`config.mk`:
```
export PLATFORM = sky130hd
export DESIGN_NAME = vga_sprite_engine_flat
export DESIGN_NICKNAME = d
export VERILOG_FILES = /design/src/rtl/vga_sprite_engine_if.sv /design/src/rtl/vga_sprite_engine.sv /design/src/flat_wrapper.sv
export SDC_FILE = /design/constraint.sdc
export NUM_CORES = 1
export LEC_CHECK = 0
export ABC_AREA = 1
export BUFFER_PORTS_ARGS = -buffer_cell sky130_fd_sc_hd__buf_2
export CAP_MARGIN = 20
export CORE_MARGIN = 1
export CORE_UTILIZATION = 25
export DETAILED_ROUTE_END_ITERATION = 8
export GPL_TIMING_DRIVEN = 0
export PLACE_DENSITY = 0.5
export SLEW_MARGIN = 20
export SYNTH_ARGS = -nofsm -noshare
export SYNTH_HDL_FRONTEND = slang
export SYNTH_SLANG_ARGS = --single-unit
```
`constraint.sdc`:
```
create_clock -name clk -period 6.3 [get_ports clk]
set_input_delay 0.945 -clock clk [delete_from_list [all_inputs] [get_ports clk]]
set_output_delay 0.945 -clock clk [all_outputs]
set_load 0.02 [all_outputs]
```
`src/rtl/vga_sprite_engine_if.sv`:
```
// Sprite position request channel: the master offers a top-left position,
// and the engine accepts it when its single pending slot is free.
interface vga_sprite_engine_if;
    logic [11:0] pos_x;
    logic [11:0] pos_y;
    logic        pos_valid;
    logic        pos_ready;

    modport master (output pos_x, output pos_y, output pos_valid, input pos_ready);
    modport slave  (input pos_x, input pos_y, input pos_valid, output pos_ready);
endinterface

```
`src/rtl/vga_sprite_engine.sv`:
```
// Programmable VGA timing with one ROM-backed RGB565 sprite, colour-key transparency
// and frame-synchronous position updates. Define VGA_SPRITE_BOUNCE_EN for autonomous bouncing.
module vga_sprite_engine #(
    parameter int          H_ACTIVE   = 640,
    parameter int          H_FP       = 16,
    parameter int          H_SYNC     = 96,
    parameter int          H_BP       = 48,
    parameter int          V_ACTIVE   = 480,
    parameter int          V_FP       = 10,
    parameter int          V_SYNC     = 2,
    parameter int          V_BP       = 33,
    parameter bit          HS_POL     = 1'b0,
    parameter bit          VS_POL     = 1'b0,
    parameter int          SPR_W      = 64,
    parameter int          SPR_H      = 64,
    parameter int          ROM_AW     = 12,
    parameter int          ROM_LAT    = 1,
    parameter logic [15:0] TRANSP_KEY = 16'hF81F,
    parameter logic [15:0] BG_COLOR   = 16'h0000
) (
    input  logic               clk,
    input  logic               rst,
    vga_sprite_engine_if.slave pos,
    output logic [ROM_AW-1:0]  rom_addr,
    input  logic [15:0]        rom_data,
    output logic               HSYNC_Sig,
    output logic               VSYNC_Sig,
    output logic               de,
    output logic               frame_start,
    output logic [4:0]         Red_Sig,
    output logic [5:0]         Green_Sig,
    output logic [4:0]         Blue_Sig
);
    localparam int H_TOTAL = H_ACTIVE + H_FP + H_SYNC + H_BP;
    localparam int V_TOTAL = V_ACTIVE + V_FP + V_SYNC + V_BP;
    localparam int CW      = 13;
    localparam logic [CW-1:0] X_MAX = CW'(H_ACTIVE - SPR_W);
    localparam logic [CW-1:0] Y_MAX = CW'(V_ACTIVE - SPR_H);

    typedef struct packed {
        logic hit;
        logic act;
        logic hs;
        logic vs;
        logic fs;
    } tap_t;

    logic [CW-1:0]     h_cnt_reg, v_cnt_reg;
    logic [CW-1:0]     cur_x_reg, cur_y_reg, pend_x_reg, pend_y_reg;
    logic              pending_reg;
    logic [ROM_AW-1:0] rom_addr_reg;
    tap_t              dly_reg [0:ROM_LAT];
    logic              hsync_reg, vsync_reg, de_reg, fs_reg;
    logic [15:0]       rgb_reg;

    logic          hs_raw, vs_raw, act_raw, hit_raw, fs_raw, apply_pt, xfer;
    logic [CW-1:0] row_off, col_off, req_x, req_y;
    logic [23:0]   addr_full;
    tap_t          tap_raw, tap_out;

    assign hs_raw  = (h_cnt_reg >= CW'(H_ACTIVE + H_FP)) && (h_cnt_reg < CW'(H_ACTIVE + H_FP + H_SYNC));
    assign vs_raw  = (v_cnt_reg >= CW'(V_ACTIVE + V_FP)) && (v_cnt_reg < CW'(V_ACTIVE + V_FP + V_SYNC));
    assign act_raw = (h_cnt_reg < CW'(H_ACTIVE)) && (v_cnt_reg < CW'(V_ACTIVE));
    assign fs_raw  = (h_cnt_reg == '0) && (v_cnt_reg == '0);
    assign hit_raw = act_raw
                   && (h_cnt_reg >= cur_x_reg) && (h_cnt_reg < cur_x_reg + CW'(SPR_W))
                   && (v_cnt_reg >= cur_y_reg) && (v_cnt_reg < cur_y_reg + CW'(SPR_H));
    assign row_off   = v_cnt_reg - cur_y_reg;
    assign col_off   = h_cnt_reg - cur_x_reg;
    assign addr_full = 24'(row_off) * 24'(SPR_W) + 24'(col_off);
    assign tap_raw   = '{hit: hit_raw, act: act_raw, hs: hs_raw, vs: vs_raw, fs: fs_raw};
    assign tap_out   = dly_reg[ROM_LAT];

    // Position updates land at the start of vertical blank so a frame never shows a torn sprite.
    assign apply_pt      = (h_cnt_reg == '0) && (v_cnt_reg == CW'(V_ACTIVE));
    assign pos.pos_ready = !pending_reg && !rst;
    assign xfer          = pos.pos_valid && !pending_reg;
    assign req_x = ({1'b0, pos.pos_x} > X_MAX) ? X_MAX : {1'b0, pos.pos_x};
    assign req_y = ({1'b0, pos.pos_y} > Y_MAX) ? Y_MAX : {1'b0, pos.pos_y};

`ifdef VGA_SPRITE_BOUNCE_EN
    logic dx_neg_reg, dy_neg_reg;
    logic dx_flip, dy_flip;
    assign dx_flip = dx_neg_reg ? (cur_x_reg == '0) : (cur_x_reg >= X_MAX);
    assign dy_flip = dy_neg_reg ? (cur_y_reg == '0) : (cur_y_reg >= Y_MAX);
`endif

    always_ff @(posedge clk) begin
        if (rst) begin
            h_cnt_reg   <= '0;
            v_cnt_reg   <= '0;
            cur_x_reg   <= '0;
            cur_y_reg   <= '0;
            pend_x_reg  <= '0;
            pend_y_reg  <= '0;
            pending_reg <= 1'b0;
`ifdef VGA_SPRITE_BOUNCE_EN
            dx_neg_reg  <= 1'b0;
            dy_neg_reg  <= 1'b0;
`endif
        end else begin
            if (h_cnt_reg == CW'(H_TOTAL - 1)) begin
                h_cnt_reg <= '0;
                v_cnt_reg <= (v_cnt_reg == CW'(V_TOTAL - 1)) ? '0 : v_cnt_reg + CW'(1);
            end else begin
                h_cnt_reg <= h_cnt_reg + CW'(1);
            end

            if (xfer) begin
                pending_reg <= 1'b1;
                pend_x_reg  <= req_x;
                pend_y_reg  <= req_y;
            end

            if (apply_pt) begin
                if (pending_reg) begin
                    cur_x_reg   <= pend_x_reg;
                    cur_y_reg   <= pend_y_reg;
                    pending_reg <= 1'b0;
                end
`ifdef VGA_SPRITE_BOUNCE_EN
                else begin
                    // After a flip the sprite already steps in the new direction.
                    dx_neg_reg <= dx_neg_reg ^ dx_flip;
                    dy_neg_reg <= dy_neg_reg ^ dy_flip;
                    cur_x_reg  <= (dx_neg_reg ^ dx_flip) ? cur_x_reg - CW'(1) : cur_x_reg + CW'(1);
                    cur_y_reg  <= (dy_neg_reg ^ dy_flip) ? cur_y_reg - CW'(1) : cur_y_reg + CW'(1);
                end
`endif
            end
        end
    end

    // Stage 1 issues the ROM read; the delay line keeps the flags in step with rom_data.
    always_ff @(posedge clk) begin
        if (rst) begin
            rom_addr_reg <= '0;
            for (int i = 0; i <= ROM_LAT; i++) begin
                dly_reg[i] <= '0;
            end
        end else begin
            if (hit_raw) begin
                rom_addr_reg <= addr_full[ROM_AW-1:0];
            end
            dly_reg[0] <= tap_raw;
            for (int i = 1; i <= ROM_LAT; i++) begin
                dly_reg[i] <= dly_reg[i-1];
            end
        end
    end

    always_ff @(posedge clk) begin
        if (rst) begin
            hsync_reg <= ~HS_POL;
            vsync_reg <= ~VS_POL;
            de_reg    <= 1'b0;
            fs_reg    <= 1'b0;
            rgb_reg   <= '0;
        end else begin
            hsync_reg <= tap_out.hs ? HS_POL : ~HS_POL;
            vsync_reg <= tap_out.vs ? VS_POL : ~VS_POL;
            de_reg    <= tap_out.act;
            fs_reg    <= tap_out.fs;
            if (tap_out.hit && (rom_data != TRANSP_KEY)) begin
                rgb_reg <= rom_data;
            end else if (tap_out.act) begin
                rgb_reg <= BG_COLOR;
            end else begin
                rgb_reg <= '0;
            end
        end
    end

    assign rom_addr    = rom_addr_reg;
    assign HSYNC_Sig   = hsync_reg;
    assign VSYNC_Sig   = vsync_reg;
    assign de          = de_reg;
    assign frame_start = fs_reg;
    assign Red_Sig     = rgb_reg[15:11];
    assign Green_Sig   = rgb_reg[10:5];
    assign Blue_Sig    = rgb_reg[4:0];
endmodule

```
`src/flat_wrapper.sv`:
```
// flat-port wrapper written by rule: the top's interface ports become plain ports
module vga_sprite_engine_flat 
#(
    parameter int          H_ACTIVE   = 640,
    parameter int          H_FP       = 16,
    parameter int          H_SYNC     = 96,
    parameter int          H_BP       = 48,
    parameter int          V_ACTIVE   = 480,
    parameter int          V_FP       = 10,
    parameter int          V_SYNC     = 2,
    parameter int          V_BP       = 33,
    parameter bit          HS_POL     = 1'b0,
    parameter bit          VS_POL     = 1'b0,
    parameter int          SPR_W      = 64,
    parameter int          SPR_H      = 64,
    parameter int          ROM_AW     = 12,
    parameter int          ROM_LAT    = 1,
    parameter logic [15:0] TRANSP_KEY = 16'hF81F,
    parameter logic [15:0] BG_COLOR   = 16'h0000
)
  (clk, rst, rom_addr, rom_data, HSYNC_Sig, VSYNC_Sig, de, frame_start, Red_Sig, Green_Sig, Blue_Sig, pos_pos_x, pos_pos_y, pos_pos_valid, pos_pos_ready);
  vga_sprite_engine_if pos_i ();
  input  logic clk;
  input  logic rst;
  output logic [ROM_AW-1:0] rom_addr;
  input  logic [15:0] rom_data;
  output logic HSYNC_Sig;
  output logic VSYNC_Sig;
  output logic de;
  output logic frame_start;
  output logic [4:0] Red_Sig;
  output logic [5:0] Green_Sig;
  output logic [4:0] Blue_Sig;
  input wire logic [$bits(pos_i.pos_x)-1:0] pos_pos_x;
  input wire logic [$bits(pos_i.pos_y)-1:0] pos_pos_y;
  input wire logic [$bits(pos_i.pos_valid)-1:0] pos_pos_valid;
  output wire logic [$bits(pos_i.pos_ready)-1:0] pos_pos_ready;
  assign pos_i.pos_x = pos_pos_x;
  assign pos_i.pos_y = pos_pos_y;
  assign pos_i.pos_valid = pos_pos_valid;
  assign pos_pos_ready = pos_i.pos_ready;
  vga_sprite_engine #(.H_ACTIVE(H_ACTIVE), .H_FP(H_FP), .H_SYNC(H_SYNC), .H_BP(H_BP), .V_ACTIVE(V_ACTIVE), .V_FP(V_FP), .V_SYNC(V_SYNC), .V_BP(V_BP), .HS_POL(HS_POL), .VS_POL(VS_POL), .SPR_W(SPR_W), .SPR_H(SPR_H), .ROM_AW(ROM_AW), .ROM_LAT(ROM_LAT), .TRANSP_KEY(TRANSP_KEY), .BG_COLOR(BG_COLOR)) u_core (.clk(clk), .rst(rst), .pos(pos_i), .rom_addr(rom_addr), .rom_data(rom_data), .HSYNC_Sig(HSYNC_Sig), .VSYNC_Sig(VSYNC_Sig), .de(de), .frame_start(frame_start), .Red_Sig(Red_Sig), .Green_Sig(Green_Sig), .Blue_Sig(Blue_Sig));
endmodule
```
==> After elaboration in Yosys (flattened, before gate mapping) <==
Memories as Yosys holds them, arrays and structs flattened.
Cells that the tools add are included.
{ "word_totals": {"regBits": 111, "ram_bits": 10, "inputBits": 43, "elab_cells": 72, "mem_count": 1} }
{ "memory_table": {"columns": ["name", "words", "width", "rd", "rd_clocked_by_memory_dff", "wr", "line", "rtl"], "rows": [
  ["u_core.dly_reg", 2, 5, 2, 0, 2, "vga_sprite_engine.sv:52", "tap_t dly_reg [0:ROM_LAT];"]
]} }
{ "classes": {"add_sub_neg": 7, "n_lt_le_gt_ge": 12, "n_eq_ne": 4, "muxes": 13, "bitwise": 3, "n_reduce_logical": 19} }
{ "op_table": {"columns": ["operator", "n"], "rows": [
  ["13-bit by 1-bit adder with 13-bit output (second input constant)", 2],
  ["13-bit by 7-bit adder with 13-bit output (second input constant)", 2],
  ["13-bit by 10-bit equality test with 1-bit output (second input constant)", 2],
  ["13-bit >= comparator", 2],
  ["13-bit zero test", 2],
  ["13-bit by 10-bit less-than comparator with 1-bit output (second input constant)", 2],
  ["13-bit less-than comparator", 2],
  ["13-bit by 9-bit less-than comparator with 1-bit output (second input constant)", 2],
  ["12-bit 2-to-1 mux", 2],
  ["16-bit inequality test (second input constant)", 1],
  ["13-bit by 9-bit equality test with 1-bit output (second input constant)", 1],
  ["13-bit by 10-bit >= comparator with 1-bit output (second input constant)", 1],
  ["13-bit by 9-bit >= comparator with 1-bit output (second input constant)", 1],
  ["13-bit 2-to-1 mux", 1],
  ["12-bit adder", 1],
  ["12-bit by 10-bit > comparator with 1-bit output (second input constant)", 1],
  ["12-bit by 9-bit > comparator with 1-bit output (second input constant)", 1],
  ["1-bit logical AND", 12],
  ["12-bit subtractor", 1],
  ["5-bit 2-to-1 mux", 2],
  ["1-bit 2-to-1 mux", 8],
  ["6-bit subtractor", 1],
  ["2-bit OR reduction", 2],
  ["1-bit zero test", 2],
  ["3 further kinds", 4]
]} }

==> Longest topological paths before layout <==
Gate-level depths: netlist of the first run.
{ "depth": {"ltp_word": 7, "ltp_mapped": 17} }

==> Least setup slack after synthesis of the first run <==
No wires, ideal clock.
{ "synth_timing": {"path_type": "reg-to-reg", "startpoint": "register u_core.v_cnt_reg[0]", "endpoint": "register u_core.rom_addr_reg[11] (netlist: u_core.rom_addr[11])", "arrival_time_ns": 3.012, "required_time_ns": 6.230, "setup_slack_ns": 3.218, "path_stages_with_launch": 15, "path_buffers": 0, "period_less_slack_ns": 3.082, "cell_sequence": "dfxtp_1 > inv_1 > ha_1 > fa_1 > o21ai_0 > xor2_1 > fa_1 > ha_1 > a21oi_1 > a21boi_0 > nand3_1 > nand3b_1 > nand2_1 > nand3_1 > a21oi_1"} }
{ "synth_between": {"elab_chain_cells": 6, "word_cells_on_any_way": 10, "cone_classes": "add/sub (2); order compare (3); reduce/logical (5)"} }
{ "synth_lines": {"columns": ["item", "line", "rtl"], "rows": [
  ["start, declared", "vga_sprite_engine.sv:48", "logic [CW-1:0] h_cnt_reg, v_cnt_reg;"],
  ["start signal, assigned", "vga_sprite_engine.sv:104", "v_cnt_reg <= (v_cnt_reg == CW'(V_TOTAL - 1)) ? '0 : v_cnt_reg + CW'(1);"],
  ["parallel branches: the longest is 6 deep, another holds 12-bit adder", null, null],
  ["end signal, assigned", "vga_sprite_engine.sv:143", "rom_addr_reg <= addr_full[ROM_AW-1:0];"],
  ["end, declared", "vga_sprite_engine.sv:51", "logic [ROM_AW-1:0] rom_addr_reg;"]
]} }
Parallel ways; which one is timed is not known.
A chain may end at the register's enable or synchronous reset.

==> Worst setup path in the final report of the first run <==
Same ends and word-level chain as after synthesis.

==> results.py, run 1 <==
metrics = {
    "status": {
        "status": "completed",
    },
    "worst_setup_path": {
        "cp.arrival_ns": 3.97,
        "max_stage_delay_ns": 0.47,
        "required_ns": 6.64,
        "cp-start-kind": "flip-flop",
        "critPathSlowestCell": "fa_1",
        "path_cells": "inv_1 > ha_1 > fa_1 > o21ai_0 > xor2_1 > fa_1 > ha_1 > a21oi_1 > a21boi_0 > nand3_1 > nand3b_1 > nand2_1 > nand3_1 > a21oi_1",
        "crit_type": "flip-flop to flip-flop",
        "path_max_fanout": 5,
        "worst_setup_path_end_kind": "flip-flop",
    },
    "yosys": {
        "yosysSeqAreaShare_pct": 35.2,
        "synthDistinctLibCells": 46,
        "ys_async_sr_fraction_pct": 0,
        "synth_area_um2": 6660,
        "syn_inst": 872,
        "synth_common_cells": "128 x nand2_1, 120 x inv_1, 117 x dfxtp_1, 100 x nor2_1, 71 x a21oi_1",
        "synth-seq-cells": 117,
        "synthFlopType": "dfxtp_1",
        "synth.avg_cell_area_um2": 7.63,
        "synth_edf_count": 0,
        "synth.area.top_cells": "dfxtp_1 35%, ha_1 10%, nand2_1 7.2%",
        "syn_nets": 978,
        "yosysTopAreaCell": "dfxtp_1",
        "yosysMostFrequentCell": "nand2_1",
        "yosys_warnings": 0,
        "synth_top_area_share_pct": 35.2,
    },
    "floorplan": {
        "start_util_pct": 25.5,
        "rows": 59,
        "core_region_area_um2": 26100,
        "die_h_um": 165,
        "die_w_um": 165,
        "die-area_um2": 27300,
        "pin_count": 76,
    },
    "route": {
        "drc": 0,
        "first_pass_iters": 4,
        "first_iter_violations": 396,
        "viasPerCell": 4.45,
        "route.detailed.wl_per_inst_um": 13.3,
        "finalWirelength_mm": 17.4,
        "routed-via-count": 5848,
        "antenna_left": 0,
    },
    "power": {
        "p_per_area_nw_per_um2": 247,
        "irDropWorstVdd_uv": 159,
        "leakage_nw": 3.61,
        "power_mw": 1.99,
    },
    "global_route": {
        "grt_first_pass_wirelength_mm": 28.2,
        "grt_start_max_net_pins": 17,
        "gr-usage-all-layers_pct": 13.5,
        "gr-total-overflow": 0,
        "grt_pass1_vias": 5526,
        "antenna_found_initial": 0,
        "use_met2_pct": 20.0,
        "use_met1_pct": 19.0,
        "grt_use_met3_pct": 3.10,
        "top_usage_layer": "met2",
    },
    "cts": {
        "clk_pin_slew_ns": 0.06,
        "clockRootBuffer": "clkbuf_16",
        "htree_levels": 4,
        "cts_sinks": 117,
        "post_cts_buffers": 0,
        "cts_buffer_depth": 2,
        "ctsHoldBuffers": 0,
        "insertion_delay_ns": 0.42,
        "cts_tree": "built",
        "numCtsBuffers": 17,
        "ctsResizeCount": 0,
    },
    "place": {
        "dpl_cell_area_um2": 7450,
        "port_buffers": 75,
        "pre_cts_ws_ns": 2.70,
        "hpwl_mm": 13.9,
        "gp_congestion": 0.865,
    },
    "layout": {
        "synthToLayoutAreaGrowth_pct": 21.2,
        "nets": 1072,
        "largest_reg_flops": 16,
        "num_antenna_cells": 0,
        "design_area_um2": 8070,
        "layout-drive-gt1-share_pct": 16.9,
    },
    "sta": {
        "rsz0062_at_grt": "false",
        "min_period_ns": 3.63,
        "slew_headroom_pct": 50.2,
        "setup_viol": 0,
        "drv_slew": 0,
        "worst_pin_slew_ns": 0.748,
        "finClkSkew_ns": 0.0103,
        "setup_ws_ns": 2.67,
        "finalSetupTns_ns": 0,
        "fmax_mhz": 276,
        "hold_slack_ns": 0.374,
        "hold_viol": 0,
        "period_share_pct": 57.6,
    },
    "min_path": {
        "hp-class": "flip-flop to flip-flop",
    },
    "flow_run": {
        "max-cap-violations": 0,
    },
}
where the power goes:
group,total [mW],switching (mW),internal (mW)
Sequential,0.783,0.0144,0.769
Clock,1.03,0.395,0.633
Combinational,0.184,0.114,0.0706
Total,1.99,0.523,1.47
per-layer routing:
layer	vias up	part of all wire [%]
li1	3075	-
met1	2614	52
met2	144	41
met3	15	5.8
met4	0	1.2
met5	-	0
kinds of logic after synthesis:
family	Yosys count	share of synthesized area (%)
simple gates	365	25.8
buf+inv	155	9.53
fa+ha+maj	63	12.9
xor+xnor	25	3.29
flops	117	35.2
compound gates	147	13.3
worst paths after layout:
| kind | from | to | slack, ns | cells after the start |
|---|---|---|---|---|
| max | u_core.v_cnt_reg[0] | u_core.rom_addr[11] | 2.67 | 14 |
| min | u_core.dly_reg[0][6] | u_core.VSYNC_Sig | 0.37 | 1 |
| max reg2reg | u_core.v_cnt_reg[0] | u_core.rom_addr[11] | 2.67 | 14 |
| min reg2reg | u_core.dly_reg[0][6] | u_core.VSYNC_Sig | 0.37 | 1 |
per-stage QoR:
stage                     cells  utilization [%]
after floorplan             872                -
final                      1314             31.0
after global routing       1314             31.0
after CTS                  1314             31.0
after global placement     1282             28.6
after detailed placement   1282             28.6
critical path, delay by kind of cell (launching register included):
family          cells  cell delay, ns
buf+inv             1            0.14
xor+xnor            1            0.21
fa+ha+maj           4            1.57
simple gates        4            0.46
compound gates      4            0.77
flops               1            0.40
cells in the final DEF (no fill, tap or decap), types with 4 or more instances in the layout:
cell	instances
nor2_1	100
xnor2_1	6
nor3_1	30
a21oi_1	71
inv_6	4
clkbuf_1	13
a31oi_1	5
o21ai_0	46
a211oi_2	16
inv_1	120
xor2_1	19
nand3b_1	4
nand3_1	48
nor4_1	8
inv_2	7
fa_1	9
buf_6	5
buf_2	78
ha_1	54
nand2_2	4
clkbuf_16	17
nand4_1	20
dfxtp_1	117
nand2_1	128
final cells by class:
cell class              instances  area (µm²)
flip-flops and latches        117        2340
well taps                     335         419
clock inverters                15         194
repair buffers                 75         375
fillers                      2810       18000
clock buffers                  17         425
plain buffers                  26         150
multi-input cells             600        3680
inverters                     129         484
Power figures use the tool's default switching activity.
==> run 2: changes to the inputs <==
PLACE_DENSITY = 0.51   (was 0.5)
clock period = 3.1 ns   (was 6.3 ns; I/O delays follow)
==> run 2 against run 1 <==
Worst hold slack got worse by 0.11 ns; die area stayed put; critical path depth did not move; flip-flop and latch count unchanged; sequential share of layout area shrank 0.42 points; critical endpoint unchanged; largest cell class unchanged; combinational power up 110%; register-to-register slack got worse by 2.6 ns; global-route usage decreased by 0.059 points; clock power rose by 100%; critical path type unchanged; first-iteration DRC count fell by 18%; count of clock-buffer cells in the layout grew 1.
==> results.py, run 2 (same netlist as run 1, synthesis figures left out) <==
metrics = {
    "worst_setup_path": {
        "reg2reg_setup_slack_ns": 0.09,
        "path_max_fanout": 3,
        "r2r-start": "u_core.v_cnt_reg[0]",
        "required_ns": 3.45,
        "cp.arrival_ns": 3.36,
        "worst_setup_path_end_kind": "flip-flop",
        "cp-start-kind": "flip-flop",
        "crit_type": "flip-flop to flip-flop",
        "reg2reg_depth": 14,
        "r2r_end": "u_core.rom_addr[11]",
    },
    "sta": {
        "worst_pin_slew_ns": 0.740,
        "hold_viol": 0,
        "min_period_ns": 3.01,
        "setup_ws_ns": 0.0905,
        "rsz0062_at_grt": "true",
        "finClkSkew_ns": 0.00678,
        "period_share_pct": 97.1,
        "drv_slew": 0,
        "fmax_mhz": 332,
        "setup_viol": 0,
        "hold_slack_ns": 0.267,
        "slew_headroom_pct": 50.7,
    },
    "cts": {
        "insertion_delay_ns": 0.42,
        "clk_pin_slew_ns": 0.06,
        "cts_sinks": 117,
        "clockRootBuffer": "clkbuf_16",
        "numCtsBuffers": 17,
        "htree_levels": 4,
        "cts_tree": "built",
        "cts_buffer_depth": 2,
    },
    "status": {
        "status": "completed",
    },
    "global_route": {
        "antenna_found_initial": 0,
        "grt_pass1_vias": 5365,
        "grt_start_max_net_pins": 17,
        "gr-total-overflow": 0,
        "gr-usage-all-layers_pct": 13.4,
        "grt_first_pass_wirelength_mm": 27.9,
    },
    "min_path": {
        "hold_end": "u_core.rgb_reg[9]",
        "hold_depth": 3,
        "hp-class": "input pin to flip-flop",
        "min_from": "rom_data[9]",
    },
    "place": {
        "port_buffers": 75,
        "gp_congestion": 0.862,
        "placedCellCount": 1282,
        "hpwl_mm": 13.8,
        "pre_cts_ws_ns": -0.490,
    },
    "layout": {
        "fin_cells": 1317,
        "nets": 1075,
        "post-route-util_pct": 31.5,
        "multi_input_area_um2": 3800,
        "ff_latch_area_um2": 2350,
        "layout_commonest_cell": "nand2_1",
        "num_antenna_cells": 0,
        "layout-drive-gt1-share_pct": 19.7,
        "largest_reg_flops": 16,
        "final_cell_mix": "128 x nand2_1, 118 x inv_1, 113 x dfxtp_1, 99 x nor2_1, 78 x buf_2",
        "nFillCells": 2829,
        "synthToLayoutAreaGrowth_pct": 23.4,
    },
    "route": {
        "drc": 0,
        "met3_length_um": 959,
        "route.met2.wl_mm": 6.98,
        "top_layer_used": "met4",
        "routed-via-count": 5847,
        "drt-met1-wl_mm": 9.18,
        "first_iter_violations": 324,
        "finalWirelength_mm": 17.5,
        "antenna_left": 0,
        "viasPerCell": 4.44,
        "first_pass_iters": 5,
        "route.detailed.wl_per_inst_um": 13.3,
    },
    "floorplan": {
        "start_util_pct": 25.5,
        "die_w_um": 165,
        "core_region_area_um2": 26100,
        "die_h_um": 165,
        "pin_count": 76,
        "rows": 59,
        "die-area_um2": 27300,
    },
    "power": {
        "seq_power_share_pct": 39.2,
        "switchingPower_mw": 1.06,
        "power_mw": 4.05,
        "irDropWorstVdd_uv": 321,
        "p_per_area_nw_per_um2": 494,
        "sw_frac_of_total_pct": 26.0,
        "intPower_mw": 3.00,
        "leakage_nw": 3.64,
        "clkPwrFrac_pct": 51.4,
        "combPwrFrac_pct": 9.4,
    },
    "flow_run": {
        "max-cap-violations": 0,
    },
}
-- run 2: cell types whose count changed in the layout (fill, tap and decap cells not counted), sizes merged --
cell,previous run,this run
clkinvlp,2,4
clkbuf,30,31
clkinv,6,5
buf,88,91
inv,133,131
-- run 2: what timing repair did --
| action | 4_1_cts | 5_1_grt |
|---|---|---|
| pin swaps | 4 | 11 |
| setup endpoints to repair | 4 | 4 |
| hold buffers | 0 | 0 |
| resized for setup | 17 | 16 |
| buffers inserted | 0 | 3 |
-- run 2: final cells by class --
cell class	count	area share [%]
tap	335	5.10
clock inverter	14	2.12
inverter	129	5.95
clock buffer	18	5.35
sequential	117	28.6
buffer	26	1.83
timing repair buffer	78	4.84
multi-input combinational	600	46.2
-- run 2: through the flow --
step                      cell area [µm²]  TNS (ns)
after floorplan                      6660         0
after global placement               7450    -0.951
after detailed placement             7450    -0.971
after CTS                            8130         0
after global routing                 8220   -0.0349
final                                8220         0
-- run 2: power groups by stage --
stage / Sequential [mW] / Combinational [mW] / Clock [mW]
after floorplan: 1.66 / 0.215 / 0
after global routing: 1.60 / 0.432 / 2.21
after detailed placement: 1.62 / 0.381 / 0
final: 1.59 / 0.381 / 2.08
after CTS: 1.59 / 0.384 / 2.13
after global placement: 1.62 / 0.379 / 0
-- run 2: per-layer routing --
layer / up-vias / global-route usage, %
met5: - / 0
li1: 3081 / -
met1: 2597 / 19.0
met2: 145 / 19.4
met4: 0 / 5.30
met3: 24 / 3.05
-- run 2: how the worst max path moves through the flow --
stage	startpoint	endpoint	slack, ns
CTS	u_core.v_cnt_reg[0]	u_core.rom_addr[11]	0.01
floorplan	u_core.v_cnt_reg[0]	u_core.rom_addr[11]	0.02
finish	u_core.v_cnt_reg[0]	u_core.rom_addr[11]	0.09
detailed placement	u_core.v_cnt_reg[0]	u_core.rom_addr[11]	-0.49
global placement	u_core.v_cnt_reg[0]	u_core.rom_addr[11]	-0.51
global route	u_core.v_cnt_reg[0]	u_core.rom_addr[11]	-0.03
-- run 2: worst max-delay path, stage by stage (launching register included) --
cell      delay (ns)
dfxtp_4         0.38
inv_6           0.04
ha_4            0.15
fa_2            0.42
o21ai_2         0.17
xor2_2          0.16
fa_2            0.49
ha_4            0.29
a21oi_2         0.15
a21boi_2        0.18
nand3_2         0.09
nand3b_1        0.16
nand2_1         0.08
nand3_2         0.07
a21oi_2         0.11
